==> config.mk <==
export PLATFORM = sky130hd
export DESIGN_NAME = program_loader
export DESIGN_NICKNAME = d
export VERILOG_FILES = /design/src/rtl/loader_pkg.sv /design/src/rtl/loader_timeout.sv /design/src/rtl/program_loader.sv
export SDC_FILE = /design/constraint.sdc
export NUM_CORES = 1
export LEC_CHECK = 0
export CORE_MARGIN = 2
export CORE_UTILIZATION = 58
export DETAILED_ROUTE_END_ITERATION = 16
export GPL_TIMING_DRIVEN = 0
export PLACE_DENSITY_LB_ADDON = 0.08
export SYNTH_ARGS = -nofsm -noshare
export SYNTH_HDL_FRONTEND = slang
export SYNTH_SLANG_ARGS = --single-unit
==> constraint.sdc <==
create_clock -name clk -period 4.3 [get_ports clk]
set_input_delay 0.86 -clock clk [delete_from_list [all_inputs] [get_ports clk]]
set_output_delay 0.86 -clock clk [all_outputs]
set_load 0.1 [all_outputs]
==> src/rtl/loader_pkg.sv <==
// loader_pkg: shared types and constants for the boot-time program loader.
//   loader_state_t : frame-parser FSM states
//   LOADER_MAGIC   : frame start byte
//   LOADER_LEN_W   : width of the word-count field in the frame header
package loader_pkg;

  typedef enum logic [2:0] {
    ST_IDLE,
    ST_LEN_HI,
    ST_LEN_LO,
    ST_DATA_HI,
    ST_DATA_LO,
    ST_CHECK
  } loader_state_t;

  localparam logic [7:0] LOADER_MAGIC = 8'hB5;
  localparam int         LOADER_LEN_W = 16;

endpackage

==> src/rtl/loader_timeout.sv <==
// loader_timeout: inter-byte gap watchdog for a frame in progress.
//   clk, reset : clock, async active-high reset
//   enable     : a frame is in progress; the counter is held at 0 otherwise
//   kick       : a byte arrived this cycle; restarts the gap count
//   expired    : one-cycle pulse on the TIMEOUT_CYCLES-th consecutive idle cycle
module loader_timeout #(
  parameter int TIMEOUT_CYCLES = 1_000_000
) (
  input  logic clk,
  input  logic reset,
  input  logic enable,
  input  logic kick,
  output logic expired
);

  localparam int            CW   = (TIMEOUT_CYCLES > 1) ? $clog2(TIMEOUT_CYCLES) : 1;
  localparam logic [CW-1:0] LAST = CW'(TIMEOUT_CYCLES - 1);

  logic [CW-1:0] cnt_q;

  always_ff @(posedge clk or posedge reset) begin
    if (reset)                cnt_q <= '0;
    else if (!enable || kick) cnt_q <= '0;
    else if (cnt_q != LAST)   cnt_q <= cnt_q + CW'(1);
  end

  // A byte in the expiry cycle wins, hence the !kick term.
  assign expired = enable && !kick && (cnt_q == LAST);

endmodule

==> src/rtl/program_loader.sv <==
// program_loader: receives a framed byte stream (MAGIC, LEN_HI, LEN_LO,
// LEN big-endian words, CHK), writes the words to program memory from
// address 0 and releases the CPU only after a frame verifies.
//   clk, reset          : clock, async active-high reset
//   rx_valid, rx_data   : one-cycle byte strobe and byte from the receiver
//   mem_we/addr/din     : program memory write port, one pulse per word
//   cpu_reset           : 1 holds the CPU
//   busy                : frame in progress
//   load_done/load_error: sticky status of the most recent frame
module program_loader
  import loader_pkg::*;
#(
  parameter int CODE_WIDTH     = 13,
  parameter int TIMEOUT_CYCLES = 1_000_000
) (
  input  logic                  clk,
  input  logic                  reset,
  input  logic                  rx_valid,
  input  logic [7:0]            rx_data,
  output logic                  mem_we,
  output logic [CODE_WIDTH-1:0] mem_addr,
  output logic [15:0]           mem_din,
  output logic                  cpu_reset,
  output logic                  busy,
  output logic                  load_done,
  output logic                  load_error
);

  localparam logic [31:0] CAPACITY = 32'd1 << CODE_WIDTH;

  loader_state_t           state_q;
  logic [7:0]              len_hi_q;
  logic [LOADER_LEN_W-1:0] remain_q;
  logic [CODE_WIDTH-1:0]   wptr_q;
  logic [7:0]              hi_q;
  logic [7:0]              chk_q;
  logic                    mem_we_q;
  logic [CODE_WIDTH-1:0]   mem_addr_q;
  logic [15:0]             mem_din_q;
  logic                    cpu_reset_q;
  logic                    load_done_q;
  logic                    load_error_q;

  logic [LOADER_LEN_W-1:0] len_d;
  logic                    len_too_big;
  logic                    expired;

  assign len_d       = {len_hi_q, rx_data};
  assign len_too_big = 32'(len_d) > CAPACITY;

  loader_timeout #(.TIMEOUT_CYCLES(TIMEOUT_CYCLES)) u_timeout (
    .clk     (clk),
    .reset   (reset),
    .enable  (busy),
    .kick    (rx_valid),
    .expired (expired)
  );

  always_ff @(posedge clk or posedge reset) begin
    if (reset) begin
      state_q      <= ST_IDLE;
      len_hi_q     <= '0;
      remain_q     <= '0;
      wptr_q       <= '0;
      hi_q         <= '0;
      chk_q        <= '0;
      mem_we_q     <= 1'b0;
      mem_addr_q   <= '0;
      mem_din_q    <= '0;
      cpu_reset_q  <= 1'b1;
      load_done_q  <= 1'b0;
      load_error_q <= 1'b0;
    end else begin
      mem_we_q <= 1'b0;
      if (expired) begin
        // cpu_reset is untouched: it is already 1 in any non-idle state.
        load_error_q <= 1'b1;
        state_q      <= ST_IDLE;
      end else if (rx_valid) begin
        case (state_q)
          ST_IDLE: begin
            if (rx_data == LOADER_MAGIC) begin
              state_q      <= ST_LEN_HI;
              cpu_reset_q  <= 1'b1;
              load_done_q  <= 1'b0;
              load_error_q <= 1'b0;
              wptr_q       <= '0;
              chk_q        <= '0;
            end
          end
          ST_LEN_HI: begin
            len_hi_q <= rx_data;
            state_q  <= ST_LEN_LO;
          end
          ST_LEN_LO: begin
            remain_q <= len_d;
            if (len_d == '0) begin
              state_q <= ST_CHECK;
            end else if (len_too_big) begin
              load_error_q <= 1'b1;
              state_q      <= ST_IDLE;
            end else begin
              state_q <= ST_DATA_HI;
            end
          end
          ST_DATA_HI: begin
            hi_q    <= rx_data;
            chk_q   <= chk_q ^ rx_data;
            state_q <= ST_DATA_LO;
          end
          ST_DATA_LO: begin
            mem_we_q   <= 1'b1;
            mem_addr_q <= wptr_q;
            mem_din_q  <= {hi_q, rx_data};
            // Wraps to 0 after a full-capacity frame; never used after that.
            wptr_q     <= wptr_q + CODE_WIDTH'(1);
            chk_q      <= chk_q ^ rx_data;
            remain_q   <= remain_q - LOADER_LEN_W'(1);
            state_q    <= (remain_q == LOADER_LEN_W'(1)) ? ST_CHECK : ST_DATA_HI;
          end
          ST_CHECK: begin
            if (rx_data == chk_q) begin
              load_done_q <= 1'b1;
              cpu_reset_q <= 1'b0;
            end else begin
              load_error_q <= 1'b1;
            end
            state_q <= ST_IDLE;
          end
          default: state_q <= ST_IDLE;
        endcase
      end
    end
  end

  assign mem_we     = mem_we_q;
  assign mem_addr   = mem_addr_q;
  assign mem_din    = mem_din_q;
  assign cpu_reset  = cpu_reset_q;
  // Pure decode of the state register; no input feeds it.
  assign busy       = (state_q != ST_IDLE);
  assign load_done  = load_done_q;
  assign load_error = load_error_q;

endmodule

==> run summary <==
The layout has roughly 760 filler cells. The count of flip-flops with a built-in enable after synthesis came out at 0. The total half-perimeter wirelength after legalization and detailed placement came out at about 8100 µm.

The post-cts repair resize count came out at 0. The synthesis-stage register bit count came out at between 100 and 150. The instance area after placement came out at ~5900 µm². The element type at the critical path start is a flip-flop. The non-filler instance count after layout is 685. Among all flip-flop cells after synthesis, the most frequent one is dfrtp_1.

Dividing total power by cell area gives a power density of between 400 and 500 nW/µm². The combined global-route utilization of all metal layers is 25.4%. Measured against its own limit, the worst slew margin works out to approximately a third. The number of DRC markers in iteration 0 came out at approximately 200.

Clock latency on the worst-skew pair, taken at its later pin, is around 0.38 ns. The required time of the critical path came out at roughly 3.4 ns. The final total negative setup slack came out at 0 ns. In this run the standard cell core region covers just over 9000 µm². The clock-pin slew on the worst setup and hold paths came out at roughly 0.10 ns. The maximum vdd ir drop came out at between 300 and 400 µV.

The critical path class is reg -> out. For this run, the number of Yosys warnings is 0. The average detailed-routed wire length per instance came out at 17.2 µm. The layout net count came out at roughly 580.

45 I/O pins were placed. The number of inserted diodes came out at 0. The sequential cell area is roughly 2700 µm². The remaining routing DRC violations is 0. Setup repair after global routing left no endpoint under its margin. The mean instance size in the synthesized netlist came out at between 10 and 15 µm².

The largest net degree at the start of global routing came out at between 50 and 60. Once the floorplan was initialized, standard cells occupied between 50% and 60% of the core. The floorplan has 35 rows. The die span in x came out at between 100 and 150 µm.

The count of input and output buffers came out at 36. The first global-routing pass estimated 20100 µm of wire. Final hold analysis gives a worst-case slack of about 0.50 ns. The smallest clock period supported by the final layout is computed as about 3.4 ns. The max-cap check violation count came out at 0. In this run the worst hold path is classified as reg -> reg. Global routing finished with a remaining overflow of 0. The distinct cell type count of the synthesized netlist is 56.

The final RePlAce weighted congestion came out at a little under 0.9. The final worst-path cycle share is 79.9%. The worst register-to-register path begins at state_q[1]. The H-tree depth came out at 3. Setup violations remaining at the end of the flow were counted as 0. STA puts the critical path data arrival time at approximately 2.6 ns.

The final count of hold timing violations came out at 0. The leakage power total came out at roughly 2.6 nW. Synthesis produced a netlist whose cell count is around 520.

When the netlist entered floorplanning its net count stood at 536. The share of async-settable or async-resettable flops after synthesis came out at between 90% and 100%. The hold path startpoint is hi_q[7]. The instance count after placement with tap cells included is approximately 670.

The critical path goes through clkbuf_1 > nor3_1 > inv_1 > clkdlybuf4s50_1. The worst setup path is captured at an output port. The area growth from synthesis to layout is 13.5%. In this run the worst setup path begins at state_q[0]. In the layout the commonest cells are 108 x dfrtp_1, 48 x nand2_1, 45 x mux2_2. The total setup buffers inserted after CTS came out at 0. The clock tree from TritonCTS is done. The vertical die dimension is 101 µm.

The via count normalized by instance count came out at just over 6. The clock arrives with around 0.014 ns of skew. The number of clock sinks seen by CTS came out at 109.

The maximum single-stage delay on the critical path came out at around 1.1 ns. The number of slew-limit violations in the final report came to 0. The most common cell after layout, fill and taps aside is dfrtp_1. The flow ran to the end, and the final reports show no timing, DRC or antenna violations.

The sequential fraction of the synthesis area came out at 50.5%. CTS placed an instance of clkbuf_8 at the clock tree root. Of the cells placed in the final design, the portion with a size suffix greater than 1 is around 14%.

The slew at the pin with the worst max-slew slack came out at approximately 1.0 ns. In this run, post-CTS hold repair placed 0 buffers. The upper clock frequency limit is roughly 0.29 GHz.

The length of the first detailed-routing pass in iterations came out at 5. The final layout contains routed wiring with a total length of 11800 µm. The maximum buffer depth of the clock tree came out at 2.

Along the worst path, the maximum fanout reaches 10. The number of CTS-inserted buffers came out at 9. The die covers just over 10000 µm². Summing all multi-input logic gate instances after layout gives between 2000 and 3000 µm². The final antenna-violating net count came out at 0. The total standard cell area after synthesis is between 5000 and 6000 µm². The via count of the first global-routing pass is around 4000. The number of vias after detailed routing came out at just over 4000.

The final cell area excluding filler cells is between 6000 and 7000 µm². The largest individual stage delay along the critical path comes from the cell clkdlybuf4s50_1. The number of antenna violations at the first check in global routing is 0.
[sequential cells by signal, summed over array words and instances (netlist names)]
register / cells
mem_addr: 13
mem_we: 1
hi_q: 8
wptr_q: 13
u_timeout.cnt_q: 20
chk_q: 8
load_error: 1
state_q: 3
remain_q: 16
len_hi_q: 8
cpu_reset: 1
mem_din: 16
load_done: 1
[cells by family after synthesis]
kind of cell / synth area share (%)
DFF: 50.5
adders and majority gates: 0.927
AOI/OAI and AO/OA: 10.9
and+or+nand+nor: 17.9
buffers and inverters: 3.01
muxes: 11.2
xor gates and xnor gates: 5.51
[stage by stage]
step	total power, W	utilization, %	setup WS, ns
after CTS	0.00254	67.0	0.851
after global routing	0.00267	67.0	0.688
after detailed placement	0.00190	64.8	1.12
after global placement	0.00187	64.5	-0.998
final	0.00253	67.0	0.863
after floorplan	0.00176	-	0.568
[cell usage after synthesis, types with 2 or more instances]
| cell | instances | area share [%] |
|---|---|---|
| nor3b_1 | 2 | 0.28 |
| and4_1 | 4 | 0.65 |
| a22oi_1 | 4 | 0.56 |
| mux2_2 | 45 | 9.4 |
| nor4b_1 | 4 | 0.65 |
| a22o_1 | 5 | 0.81 |
| mux2i_1 | 10 | 1.9 |
| nor2_1 | 43 | 3.0 |
| and3_1 | 7 | 0.81 |
| or3b_2 | 2 | 0.32 |
| o22a_1 | 3 | 0.49 |
| o21a_1 | 3 | 0.42 |
| ha_1 | 4 | 0.93 |
| o21ai_0 | 24 | 2.2 |
| a2bb2oi_1 | 2 | 0.32 |
| o2bb2ai_1 | 4 | 0.65 |
| o21ai_1 | 5 | 0.46 |
| nand4_1 | 11 | 1.3 |
| nand3_1 | 20 | 1.9 |
| nor4_1 | 7 | 0.81 |
| nor2b_1 | 7 | 0.81 |
| xor2_1 | 21 | 3.4 |
| o22ai_1 | 5 | 0.58 |
| xnor2_1 | 13 | 2.1 |
| or2_2 | 2 | 0.23 |
| dfrtp_1 | 108 | 50 |
| inv_1 | 9 | 0.63 |
| or4b_1 | 2 | 0.37 |
| buf_2 | 7 | 0.65 |
| nand2_1 | 48 | 3.3 |
| nor3_1 | 13 | 1.2 |
| clkbuf_1 | 21 | 1.5 |
| nand2b_1 | 2 | 0.23 |
| a21oi_1 | 21 | 1.9 |
| a21o_1 | 3 | 0.42 |
| or3_1 | 7 | 0.81 |
| o211ai_1 | 4 | 0.56 |
[per-layer routing]
metal / up-vias / GRT usage (%) / routed length, µm
li1: 1952 / - / -
met4: 0 / 7.69 / 174
met3: 14 / 5.48 / 568
met5: - / 0 / 0
met2: 103 / 40.5 / 5640
met1: 2064 / 35.2 / 5370
[worst max-delay path: cells and delay by family (launching register included)]
kind | cells | cell delay, ns
buf+inv | 3 | 1.56
simple gates | 1 | 0.16
flops | 1 | 0.48
[power breakdown]
group          internal (W)  switching [W]
sequential          0.00119       0.000186
clock              0.000278       0.000355
combinational      0.000229       0.000287
[final cells by class]
type / instances / area share [%]
Timing Repair Buffer: 37 / 6.33
Tap cell: 111 / 2.27
Clock inverter: 5 / 1.08
Multi-Input combinational cell: 373 / 41.0
Inverter: 9 / 0.592
Clock buffer: 11 / 2.14
Sequential cell: 109 / 44.5
Buffer: 30 / 2.10
[final timing paths]
kind	endpoint	slack, ns	depth (start not counted)
worst max register to register	mem_addr[12]	1.71	6
min in group asynchronous	remain_q[2]	0.94	2
worst max-delay path	busy	0.86	4
worst min register to register	mem_din[15]	0.50	1
worst min-delay path	mem_din[15]	0.50	1
max in group asynchronous	cpu_reset	2.61	3
No activity file was read; power rests on OpenSTA's default activity.
